[config.mk]
export PLATFORM = sky130hd
export DESIGN_NAME = psq_shutdown_sequencer
export DESIGN_NICKNAME = d
export VERILOG_FILES = /design/src/rtl/psq_shutdown_sequencer.sv
export SDC_FILE = /design/constraint.sdc
export NUM_CORES = 1
export LEC_CHECK = 0
export CAP_MARGIN = 10
export CORE_MARGIN = 4
export CORE_UTILIZATION = 55
export CTS_CLUSTER_DIAMETER = 40
export DETAILED_ROUTE_END_ITERATION = 16
export DONT_BUFFER_PORTS = 1
export GPL_TIMING_DRIVEN = 0
export PLACE_DENSITY = 0.7
export SETUP_SLACK_MARGIN = 0.2
export SLEW_MARGIN = 40
export SYNTH_ARGS = -nofsm -noshare
export SYNTH_HDL_FRONTEND = slang
export SYNTH_SLANG_ARGS = --single-unit
export TNS_END_PERCENT = 30
[constraint.sdc]
create_clock -name i_clk -period 3.05 [get_ports i_clk]
set_input_delay 0.305 -clock i_clk [delete_from_list [all_inputs] [get_ports i_clk]]
set_output_delay 0.305 -clock i_clk [all_outputs]
set_load 0.01 [all_outputs]
[src/rtl/psq_shutdown_sequencer.sv]
// psq_shutdown_sequencer
// Safety shutdown sequencer: debounces the protection-core trip, fires the
// MGI valve for a fixed window, runs a timed current ramp-down, then holds a
// latched lockout until the operator acknowledges with the trip cleared.
// All outputs are registered decodes of the next state, so every output moves
// on the same edge as the state register and nothing depends combinationally
// on an input.
module psq_shutdown_sequencer #(
  parameter int unsigned DEBOUNCE    = 3,   // 2..255
  parameter int unsigned MGI_CYCLES  = 16,  // 1..65535
  parameter int unsigned RAMP_CYCLES = 64   // 1..65535
) (
  input  logic       i_clk,
  input  logic       i_rst,
  input  logic       i_arm_req,
  input  logic       i_trip_in,
  input  logic       i_force_trip,
  input  logic       i_ack,
  output logic       o_armed,
  output logic       o_mgi_fire,
  output logic       o_ramp_down,
  output logic       o_fault_latched,
  output logic [2:0] o_state,
  output logic [7:0] o_trip_count
);

  localparam logic [2:0] S_SAFE    = 3'd0;
  localparam logic [2:0] S_ARMED   = 3'd1;
  localparam logic [2:0] S_QUALIFY = 3'd2;
  localparam logic [2:0] S_FIRE    = 3'd3;
  localparam logic [2:0] S_RAMP    = 3'd4;
  localparam logic [2:0] S_LOCKOUT = 3'd5;

  // Timer reload values: a phase of N cycles counts N-1 down to 0.
  localparam logic [15:0] MGI_LOAD  = 16'(MGI_CYCLES - 1);
  localparam logic [15:0] RAMP_LOAD = 16'(RAMP_CYCLES - 1);
  // Debounce count at which the next high sample completes qualification.
  localparam logic [7:0]  DEB_LAST  = 8'(DEBOUNCE - 1);

  logic [2:0]  r_state;
  logic [15:0] r_timer;
  logic [7:0]  r_cnt;
  logic [7:0]  r_trip_count;

  logic [2:0]  w_next;
  logic [15:0] w_timer_next;
  logic [7:0]  w_cnt_next;
  logic        w_fire_entry;

  // Next-state, shared timer and debounce counter logic.
  always_comb begin
    // NOTE: every signal gets a default before the case so no path leaves it
    // unassigned, which would otherwise infer a latch.
    w_next       = r_state;
    w_timer_next = r_timer;
    w_cnt_next   = r_cnt;
    w_fire_entry = 1'b0;

    case (r_state)
      S_SAFE: begin
        // Arming is refused while a trip is present.
        if (i_arm_req && !i_trip_in) w_next = S_ARMED;
      end

      S_ARMED: begin
        if (i_force_trip) begin
          w_fire_entry = 1'b1;
        end else if (i_trip_in) begin
          w_next     = S_QUALIFY;
          w_cnt_next = 8'd1;
        end else if (!i_arm_req) begin
          w_next = S_SAFE;
        end
      end

      S_QUALIFY: begin
        // Disarm is ignored here: an in-progress trip outranks the operator.
        if (i_force_trip) begin
          w_fire_entry = 1'b1;
        end else if (i_trip_in) begin
          if (r_cnt == DEB_LAST) w_fire_entry = 1'b1;
          else                   w_cnt_next   = r_cnt + 8'd1;
        end else begin
          w_next     = S_ARMED;
          w_cnt_next = 8'd0;
        end
      end

      S_FIRE: begin
        if (r_timer == 16'd0) begin
          w_next       = S_RAMP;
          w_timer_next = RAMP_LOAD;
        end else begin
          w_timer_next = r_timer - 16'd1;
        end
      end

      S_RAMP: begin
        if (r_timer == 16'd0) w_next = S_LOCKOUT;
        else                  w_timer_next = r_timer - 16'd1;
      end

      S_LOCKOUT: begin
        // The trip must be gone before an acknowledge is honoured.
        if (i_ack && !i_trip_in) w_next = S_SAFE;
      end

      default: w_next = S_LOCKOUT;  // unused encodings fail safe
    endcase

    if (w_fire_entry) begin
      w_next       = S_FIRE;
      w_timer_next = MGI_LOAD;
      w_cnt_next   = 8'd0;
    end
  end

  // State, timer, counters and registered Moore output decodes.
  always_ff @(posedge i_clk) begin
    // NOTE: sequential state uses non-blocking assignments so every register
    // samples the pre-edge values regardless of statement order.
    if (i_rst) begin
      r_state         <= S_SAFE;
      r_timer         <= 16'd0;
      r_cnt           <= 8'd0;
      r_trip_count    <= 8'd0;
      o_armed         <= 1'b0;
      o_mgi_fire      <= 1'b0;
      o_ramp_down     <= 1'b0;
      o_fault_latched <= 1'b0;
    end else begin
      r_state         <= w_next;
      r_timer         <= w_timer_next;
      r_cnt           <= w_cnt_next;
      if (w_fire_entry && (r_trip_count != 8'hFF))
        r_trip_count  <= r_trip_count + 8'd1;
      o_armed         <= (w_next == S_ARMED) || (w_next == S_QUALIFY);
      o_mgi_fire      <= (w_next == S_FIRE);
      o_ramp_down     <= (w_next == S_RAMP);
      o_fault_latched <= (w_next == S_LOCKOUT);
    end
  end

  assign o_state      = r_state;
  assign o_trip_count = r_trip_count;

endmodule

==> results.cfg, run 1 <==
[run_status]
status = finished, final reports clean

[critical_path]
endpoint_kind = register
rr_endpoint = r_timer[12]
cpMaxStageDelayCell = or4_1
cp.required_ns = 3.31
crit_path_start = r_timer[0]
slowest_delay_ns = 0.54
crit_arrival_ns = 2.87
critical_path_class = reg -> reg
r2r_setup_slack_ns = 0.44
r2r-start = r_timer[0]
r2r_cells = 9
cp-endpoint = r_timer[12]
cp_cell_sequence = inv_1 -> ha_1 -> or4b_1 -> or4_1 -> clkbuf_4 -> a21oi_4 -> nor3_1 -> xnor2_1 -> nor2_1
crit_fanout = 9
critPathLaunchType = register

[power]
finalPower_mw = 1.273
ir_worst_vdd_v = 0.0002882
pwr-share-seq_pct = 48.0
powerDensity_nw_per_um2 = 615.7
power_leakage_nw = 0.7281
combPwrFrac_pct = 31.8
netSwitchingPower_mw = 0.4627
clkPwrFrac_pct = 20.2
internal-power_mw = 0.8101
switching_share_pct = 36.35

[synth]
synth-seq-cells = 39
yosysWarnings = 0
syn-num-nets = 237
synth-edff-count = 0
synth_area_um2 = 1947
synthArstFlopShare_pct = 0
yosysSeqAreaShare_pct = 40.10
syn_area_per_cell_um2 = 8.614
synth_ff_type = dfxtp_1
ys_types = 50
syn_inst = 226

[cells_and_area]
fin_area_um2 = 2067
fin_cells = 281
layout.nets = 245
area_growth_pct = 6.170
fill_cells = 298
final_cell_mix = nor2_1, dfxtp_1, xnor2_1
final_common_cell = nor2_1
drive_gt1_share_pct = 7.660
antennaDiodeCount = 0

[global_route]
grt.total_usage_pct = 20.08
first_global_vias = 1501
gr-max-usage-layer = met2
grt_use_met2_pct = 32.44
met3_usage_pct = 6.489
antenna_found_initial = 0
gr-usage-met1_pct = 24.41
grt.overflow.total = 0
grt_pass1_wl_mm = 6.782
grt_max_degree = 13

[floorplanning]
die_x_um = 67.50
die-area_um2 = 4556
row_count = 21
core_um2 = 3390
dieHeight_um = 67.50
start_util_pct = 57.44
io_pins = 21

[clocking]
htree_levels = 2
clk_latency_ns = 0.36
clk_pin_slew_ns = 0.12
cts_tree = built
cts.sinks = 39
clock-root-buffer = clkbuf_4
clk_path_buf_depth = 2
cts_buffers = 5

[route]
via_per_inst = 5.630
wl_per_cell_um = 14.04
via_count = 1582
drc = 0
wl_mm = 3.945
ant_nets = 0
drt_iter0_drc = 74
drt-pass1-iter-count = 4

[place]
dpl.hpwl_mm = 2.936
dp_cells = 272
post_dp_cell_area_um2 = 2004
dp_slack_ns = 0.4693
gp_congestion = 0.8891
place.port_buffers = 0

[timing]
tns_ns = 0
fin_crit_sh_pct = 85.71
setup_ws_ns = 0.4359
worst_clock_skew_ns = 0.01210
relSlewSlack_pct = 53.57
hold_violations = 0
min_period_ns = 2.614
drv_slew = 0
grt_setup_unrepaired = false
setup_violations = 0
tightestPinTransition_ns = 0.6911
max_freq_mhz = 382.5

[flow_run]
maxCapViolCount = 0

[hold_path]
hp-class = in -> reg
-- cell usage after synthesis, types with 3 or more instances --
cell type | number | area [um^2]
a211oi_1 | 3 | 22.52
a21oi_1 | 4 | 20.02
clkbuf_1 | 5 | 18.77
dfxtp_1 | 39 | 780.8
ha_1 | 5 | 62.56
inv_1 | 8 | 30.03
nand2_1 | 11 | 41.29
nand3_1 | 9 | 45.04
nor2_1 | 43 | 161.4
nor3_1 | 14 | 70.07
nor4_1 | 7 | 43.79
o21ai_0 | 4 | 20.02
or3_1 | 3 | 18.77
or4_1 | 4 | 30.03
xnor2_1 | 22 | 192.7
xor2_1 | 4 | 35.03
-- area by class of cell --
cell class	count	area (um^2)	share of cell area, %
clock buffers	5	37.54	1.816
plain buffers	7	31.28	1.513
flip-flops and latches	39	780.7	37.77
clock inverters	3	15.01	0.7264
multi-input cells	172	1105	53.45
inverters	8	30.03	1.453
repair buffers	1	10.01	0.4843
well taps	46	57.56	2.785
-- metal layers --
layer	up-vias	part of all wire, %
li1	807	-
met1	735	44
met5	-	0
met3	6	5.6
met2	34	49
met4	0	1.7
-- what timing repair did --
item	in CTS	in global routing
hold buffers	1	0
hold endpoints to repair	3	0
setup endpoints to repair	0	0
setup buffers	0	0
resized for setup	0	0
-- registers in the layout, indices dropped and copies added, names as in the netlist --
| signal | cells |
|---|---|
| r_timer | 16 |
| o_trip_count | 8 |
| r_cnt | 8 |
| o_state | 3 |
| o_armed | 1 |
| o_fault_latched | 1 |
| o_mgi_fire | 1 |
| o_ramp_down | 1 |
-- how the worst min path moves through the flow --
stage	start	to	slack, ns	depth (start not counted)
after floorplan	i_rst	o_state[0]	0.38	1
after global placement	i_rst	r_timer[0]	0.38	1
after detailed placement	i_rst	r_timer[0]	0.38	1
after CTS	i_rst	o_state[1]	0.02	1
after global routing	i_rst	o_state[1]	0.03	1
final	i_rst	o_state[1]	0.04	1
-- metrics by stage --
| stage | hold slack, ns | util (%) |
|---|---|---|
| after global placement | 0.3791 | 59.14 |
| after floorplan | 0.3766 | - |
| after detailed placement | 0.3811 | 59.14 |
| final | 0.03633 | 60.98 |
| after global routing | 0.02689 | 60.98 |
| after CTS | 0.01776 | 60.98 |
-- power groups by stage --
stage,logic [mW],registers (mW),clock network (mW)
6_report,0.405,0.611,0.257
4_1_cts,0.403,0.612,0.269
2_1_floorplan,0.333,0.608,0
3_3_place_gp,0.387,0.618,0
5_1_grt,0.450,0.619,0.289
3_5_place_dp,0.399,0.624,0
-- cell families (layout without fill, tap and decap cells) --
family,after synthesis,in the layout,share of synthesized area [%]
fa+ha+maj,5,5,3.213
compound gates,27,27,10.86
buf+inv,15,24,3.149
mux,2,2,1.093
xor+xnor,26,26,11.70
simple gates,112,112,29.88
flops,39,39,40.10
-- worst max-delay path: cells and delay by family (launching register included) --
kind | cells | cell delay [ns]
AOI/OAI and AO/OA | 1 | 0.28
adders and majority gates | 1 | 0.14
DFF | 1 | 0.37
and+or+nand+nor | 4 | 1.22
xor gates and xnor gates | 1 | 0.20
buffers and inverters | 2 | 0.30
Note: power is estimated with default switching activity, not from simulation.
==> run 2, diff against run 1 <==
--- a/config.mk
+++ b/config.mk
@@ -13,6 +13,7 @@
 export DONT_BUFFER_PORTS = 1
 export GPL_TIMING_DRIVEN = 0
 export PLACE_DENSITY = 0.7
+export RECOVER_POWER = 50
 export SETUP_SLACK_MARGIN = 0.2
 export SLEW_MARGIN = 40
 export SYNTH_ARGS = -nofsm -noshare
==> run 2 against run 1 <==
Clock-buffer cell count unchanged. Global-route usage unchanged. Critical path depth decreased by 2. Combinational power decreased by 3%. Flip-flop and latch count unchanged. Non-clock buffer count unchanged. Final cell count unchanged. Final area decreased by 0.42%. Setup slack got worse by 0.10 ns. First-iteration DRC count increased by 1.4%. Clock skew decreased by 0.0015 ns. Clock power about the same. Critical endpoint is now o_armed. Largest cell class unchanged.
==> results.cfg, run 2 (synthesis gave the netlist of run 1 again) <==
[cells_and_area]
layout.nets = 245
fill_cells = 299
area_growth_pct = 5.720
fin_cells = 281
largest_register_ffs = 16
antennaDiodeCount = 0
regMostFlops = r_timer
final_cell_mix = nor2_1, dfxtp_1, xnor2_1
drive_gt1_share_pct = 6.809
fin_area_um2 = 2058
final_common_cell = nor2_1

[place]
dpl.hpwl_mm = 2.936
dp_cells = 272
dp_slack_ns = 0.4693
gp_congestion = 0.8891
post_dp_cell_area_um2 = 2004
place.port_buffers = 0

[floorplanning]
row_count = 21
die_x_um = 67.50
die-area_um2 = 4556
core_um2 = 3390
start_util_pct = 57.44
dieHeight_um = 67.50
io_pins = 21

[global_route]
first_global_vias = 1501
grt_pass1_wl_mm = 6.782
grt.total_usage_pct = 20.08
grt.overflow.total = 0
antenna_found_initial = 0
grt_max_degree = 13

[route]
wl_per_cell_um = 14.28
wl_mm = 4.012
via_count = 1591
drt_iter0_drc = 75
drc = 0
ant_nets = 0
via_per_inst = 5.662
drt-pass1-iter-count = 4

[critical_path]
r2r_cells = 7
critical_path_class = reg -> reg
critPathLaunchType = register
slowest_delay_ns = 0.54
crit_fanout = 6
cp.required_ns = 3.30
cpMaxStageDelayCell = or4_1
cp_cell_sequence = inv_1 -> ha_1 -> or4b_1 -> or4_1 -> clkbuf_1 -> o211ai_1 -> mux2_1
endpoint_kind = register
crit_arrival_ns = 2.97

[clocking]
clk_path_buf_depth = 2
ctsHoldBuffers = 1
post_cts_resized = 0
cts_setup_buffers = 0
clk_pin_slew_ns = 0.10
cts_tree = built
clock-root-buffer = clkbuf_4
cts.sinks = 39
clk_latency_ns = 0.36
htree_levels = 2
cts_buffers = 5

[timing]
drv_slew = 0
hold_violations = 0
setup_violations = 0
min_period_ns = 2.719
relSlewSlack_pct = 52.55
worst_clock_skew_ns = 0.01060
tns_ns = 0
setup_ws_ns = 0.3313
max_freq_mhz = 367.8
grt_setup_unrepaired = false
tightestPinTransition_ns = 0.7063
fin_crit_sh_pct = 89.14

[hold_path]
hp-class = in -> reg
hold_depth = 1

[power]
powerDensity_nw_per_um2 = 613.1
power_leakage_nw = 0.7195
finalPower_mw = 1.262
ir_worst_vdd_v = 0.0002832

[flow_run]
maxCapViolCount = 0

[run_status]
status = finished, final reports clean
==> run 2: cell counts in the layout (fill, tap and decap cells not counted) <==
Identical to the previous run, type by type.
==> run 2: per-layer routing <==
layer	track usage, %	vias to the layer above	wire length [um]
met2	32.44	39	1935
li1	-	807	-
met5	0	-	0
met1	24.41	739	1802
met4	8.354	0	68
met3	6.489	6	206
==> run 2: power by group <==
group	switching [mW]	internal [mW]
Sequential	0.0590	0.553
Combinational	0.232	0.161
Clock	0.171	0.0857
==> run 2: per-stage QoR <==
stage | utilization, % | hold slack (ns)
after floorplan | - | 0.3766
after global placement | 59.14 | 0.3791
after detailed placement | 59.14 | 0.3811
after CTS | 60.98 | 0.01776
after global routing | 60.72 | 0.02766
final | 60.72 | 0.03679
==> run 2: layout make-up <==
| type | count | area, um^2 | share of cell area [%] |
|---|---|---|---|
| Timing Repair Buffer | 1 | 10.01 | 0.4863 |
| Sequential cell | 39 | 780.7 | 37.93 |
| Clock buffer | 5 | 37.54 | 1.824 |
| Inverter | 8 | 30.03 | 1.459 |
| Buffer | 7 | 27.53 | 1.337 |
| Multi-Input combinational cell | 172 | 1100 | 53.43 |
| Tap cell | 46 | 57.56 | 2.796 |
| Clock inverter | 3 | 15.01 | 0.7295 |
==> run 2: path summary, 6_finish.rpt <==
kind	endpoint	slack [ns]	from
hold / removal	o_state[1]	0.04	i_rst
hold reg to reg	r_cnt[7]	0.53	r_cnt[7]
setup reg to reg	o_armed	0.33	r_timer[0]
setup / recovery	o_armed	0.33	r_timer[0]
==> run 2: critical path, delay by kind of cell (launching register included) <==
kind                       cells  cell delay [ns]
AOI/OAI and AO/OA              1             0.38
muxes                          1             0.36
and+or+nand+nor                2             1.02
adders and majority gates      1             0.14
DFF                            1             0.37
buffers and inverters          2             0.33
==> run 3, diff against run 2 <==
--- a/config.mk
+++ b/config.mk
@@ -5,6 +5,7 @@
 export SDC_FILE = /design/constraint.sdc
 export NUM_CORES = 1
 export LEC_CHECK = 0
+export ABC_AREA = 1
 export CAP_MARGIN = 10
 export CORE_MARGIN = 4
 export CORE_UTILIZATION = 55
@@ -19,4 +20,4 @@
 export SYNTH_ARGS = -nofsm -noshare
 export SYNTH_HDL_FRONTEND = slang
 export SYNTH_SLANG_ARGS = --single-unit
-export TNS_END_PERCENT = 30
+export TNS_END_PERCENT = 20
==> constraint.sdc (replaced) <==
create_clock -name i_clk -period 2.9 [get_ports i_clk]
set_input_delay 0.29 -clock i_clk [delete_from_list [all_inputs] [get_ports i_clk]]
set_output_delay 0.29 -clock i_clk [all_outputs]
set_load 0.01 [all_outputs]
==> run 3 against run 2 <==
Die area up 17%. Maximum frequency up 39%. Clock skew shrank 0.0079 ns. Routed wire length up 19%. Register-to-register slack improved by 0.62 ns. Non-clock buffer count shrank 4. Combinational power rose to 3.7 times the previous value. Highest routed layer unchanged.
==> results.cfg, run 3 <==
[route]
drc = 0
ant_nets = 0
via_count = 2156
via_per_inst = 5.195
dr_wl_met2_mm = 2.201
drt_iter0_drc = 114
wl_mm = 4.773
met1_length_mm = 2.341
met3_length_um = 202
top_layer = met4
drt-pass1-iter-count = 4
wl_per_cell_um = 11.50

[synth]
synth-seq-cells = 39
synth-edff-count = 0
synthTopCellsByCount = nand2_1, nor2_1, inv_1, dfxtp_1, nand3_1
synth_ff_type = dfxtp_1
synth.most_common_cell = nand2_1
synthArstFlopShare_pct = 0
syn_area_per_cell_um2 = 6.540
synth_area_um2 = 2335
syn-num-nets = 368
ys_top_cells_by_area = dfxtp_1, nand2_1, nor2_1
ys_types = 28
synth_top_area_share_pct = 33.44
yosysSeqAreaShare_pct = 33.44
syn_inst = 357
synth_area_leader_cell = dfxtp_1
yosysWarnings = 0

[cells_and_area]
multiInputGateArea_um2 = 1324
final_common_cell = nand2_1
antennaDiodeCount = 0
layout.nets = 375
drive_gt1_share_pct = 8.767
final_cell_mix = nand2_1, nor2_1, inv_1
area_growth_pct = 7.395
seq_area_um2 = 780.7
largest_register_ffs = 16
fill_cells = 402
regMostFlops = r_timer

[place]
place.port_buffers = 0
dpl.hpwl_mm = 3.604
gp_congestion = 0.8425
dp_slack_ns = 1.023

[timing]
max_freq_mhz = 512.6
setup_ws_ns = 0.9493
grt_setup_unrepaired = false
tightestPinTransition_ns = 0.4599
fin_crit_sh_pct = 67.27
drv_slew = 0
relSlewSlack_pct = 69.34
tns_ns = 0
min_period_ns = 1.951
setup_violations = 0
worst_clock_skew_ns = 0.002705
hold_violations = 0

[global_route]
grt_pass1_wl_mm = 8.528
grt.overflow.total = 0
grt_max_degree = 13
grt.total_usage_pct = 19.87
antenna_found_initial = 0
first_global_vias = 1961

[flow_run]
maxCapViolCount = 0

[power]
powerDensity_nw_per_um2 = 1088
ir_worst_vdd_v = 0.0005534
power_leakage_nw = 1.111
netSwitchingPower_mw = 1.244
pwr-share-seq_pct = 27.8
switching_share_pct = 45.63
clkPwrFrac_pct = 19.6
internal-power_mw = 1.483
combPwrFrac_pct = 52.6

[clocking]
clk_pin_slew_ns = 0.07
post_cts_resized = 0
htree_levels = 2
cts_tree = built
cts.sinks = 39
cts_buffers = 5
clk_latency_ns = 0.29
clock-root-buffer = clkbuf_8
clk_path_buf_depth = 2
ctsHoldBuffers = 0
cts_setup_buffers = 0

[hold_path]
hp-class = in -> reg

[critical_path]
crit_fanout = 10
critical_path_class = reg -> reg
cp.required_ns = 3.08
crit_arrival_ns = 2.13
critPathLaunchType = register
endpoint_kind = register

[floorplanning]
die_x_um = 73.16
core_um2 = 4058
row_count = 23
die-area_um2 = 5352
io_pins = 21
dieHeight_um = 73.16
start_util_pct = 57.54

[run_status]
status = finished, final reports clean
## run 3: power by group through the flow
stage	Clock [mW]	Combinational, mW	Sequential (mW)
3_3_place_gp	0	1.45	0.770
6_report	0.533	1.44	0.758
5_1_grt	0.564	1.66	0.776
4_1_cts	0.552	1.45	0.761
2_1_floorplan	0	1.21	0.745
3_5_place_dp	0	1.45	0.772
## run 3: worst paths after layout
| check | startpoint | to | slack, ns | depth (start not counted) |
|---|---|---|---|---|
| setup / recovery | o_state[2] | r_timer[13] | 0.95 | 9 |
| hold / removal | i_rst | r_cnt[0] | 0.17 | 3 |
| setup reg to reg | o_state[2] | r_timer[13] | 0.95 | 9 |
| hold reg to reg | r_cnt[7] | r_cnt[7] | 0.49 | 2 |
## run 3: metrics by stage
step | cells | total power, mW | util (%) | cell area, um^2 | hold WS (ns)
finish | 415 | 2.727 | 61.79 | 2507 | 0.1704
global route | 415 | 3.001 | 61.79 | 2507 | 0.1818
CTS | 415 | 2.767 | 62.35 | 2530 | 0.1628
detailed placement | 407 | 2.220 | 59.08 | 2397 | 0.4756
global placement | 407 | 2.220 | 59.08 | 2397 | 0.4708
floorplan | 357 | 1.959 | - | 2335 | 0.4526
## run 3: cell type report
| cell class | instances | area share, % |
|---|---|---|
| Tap cell | 50 | 2.495 |
| Multi-Input combinational cell | 269 | 52.79 |
| Inverter | 45 | 6.936 |
| Sequential cell | 39 | 31.14 |
| Clock buffer | 6 | 2.894 |
| Clock inverter | 2 | 2.395 |
| Buffer | 4 | 1.347 |
## run 3: layer usage
layer,track usage [%],vias up
li1,-,1156
met1,25.61,963
met2,32.77,35
met3,5.372,2
met4,4.918,0
met5,0,-
## run 3: logic make-up after synthesis
kind of cell | after synthesis | share of synthesized area (%)
buffers and inverters | 49 | 8.896
DFF | 39 | 33.44
AOI/OAI and AO/OA | 44 | 9.968
and+or+nand+nor | 210 | 41.26
adders and majority gates | 5 | 2.680
xor gates and xnor gates | 10 | 3.751
## run 3: critical path, stage by stage, from the launching register on
cell     delay [ns]
dfxtp_1        0.50
inv_1          0.14
nor2_1         0.39
inv_1          0.19
nand2_1        0.09
nand2_1        0.10
buf_6          0.18
nor2_4         0.08
xnor2_1        0.11
nor2_1         0.05
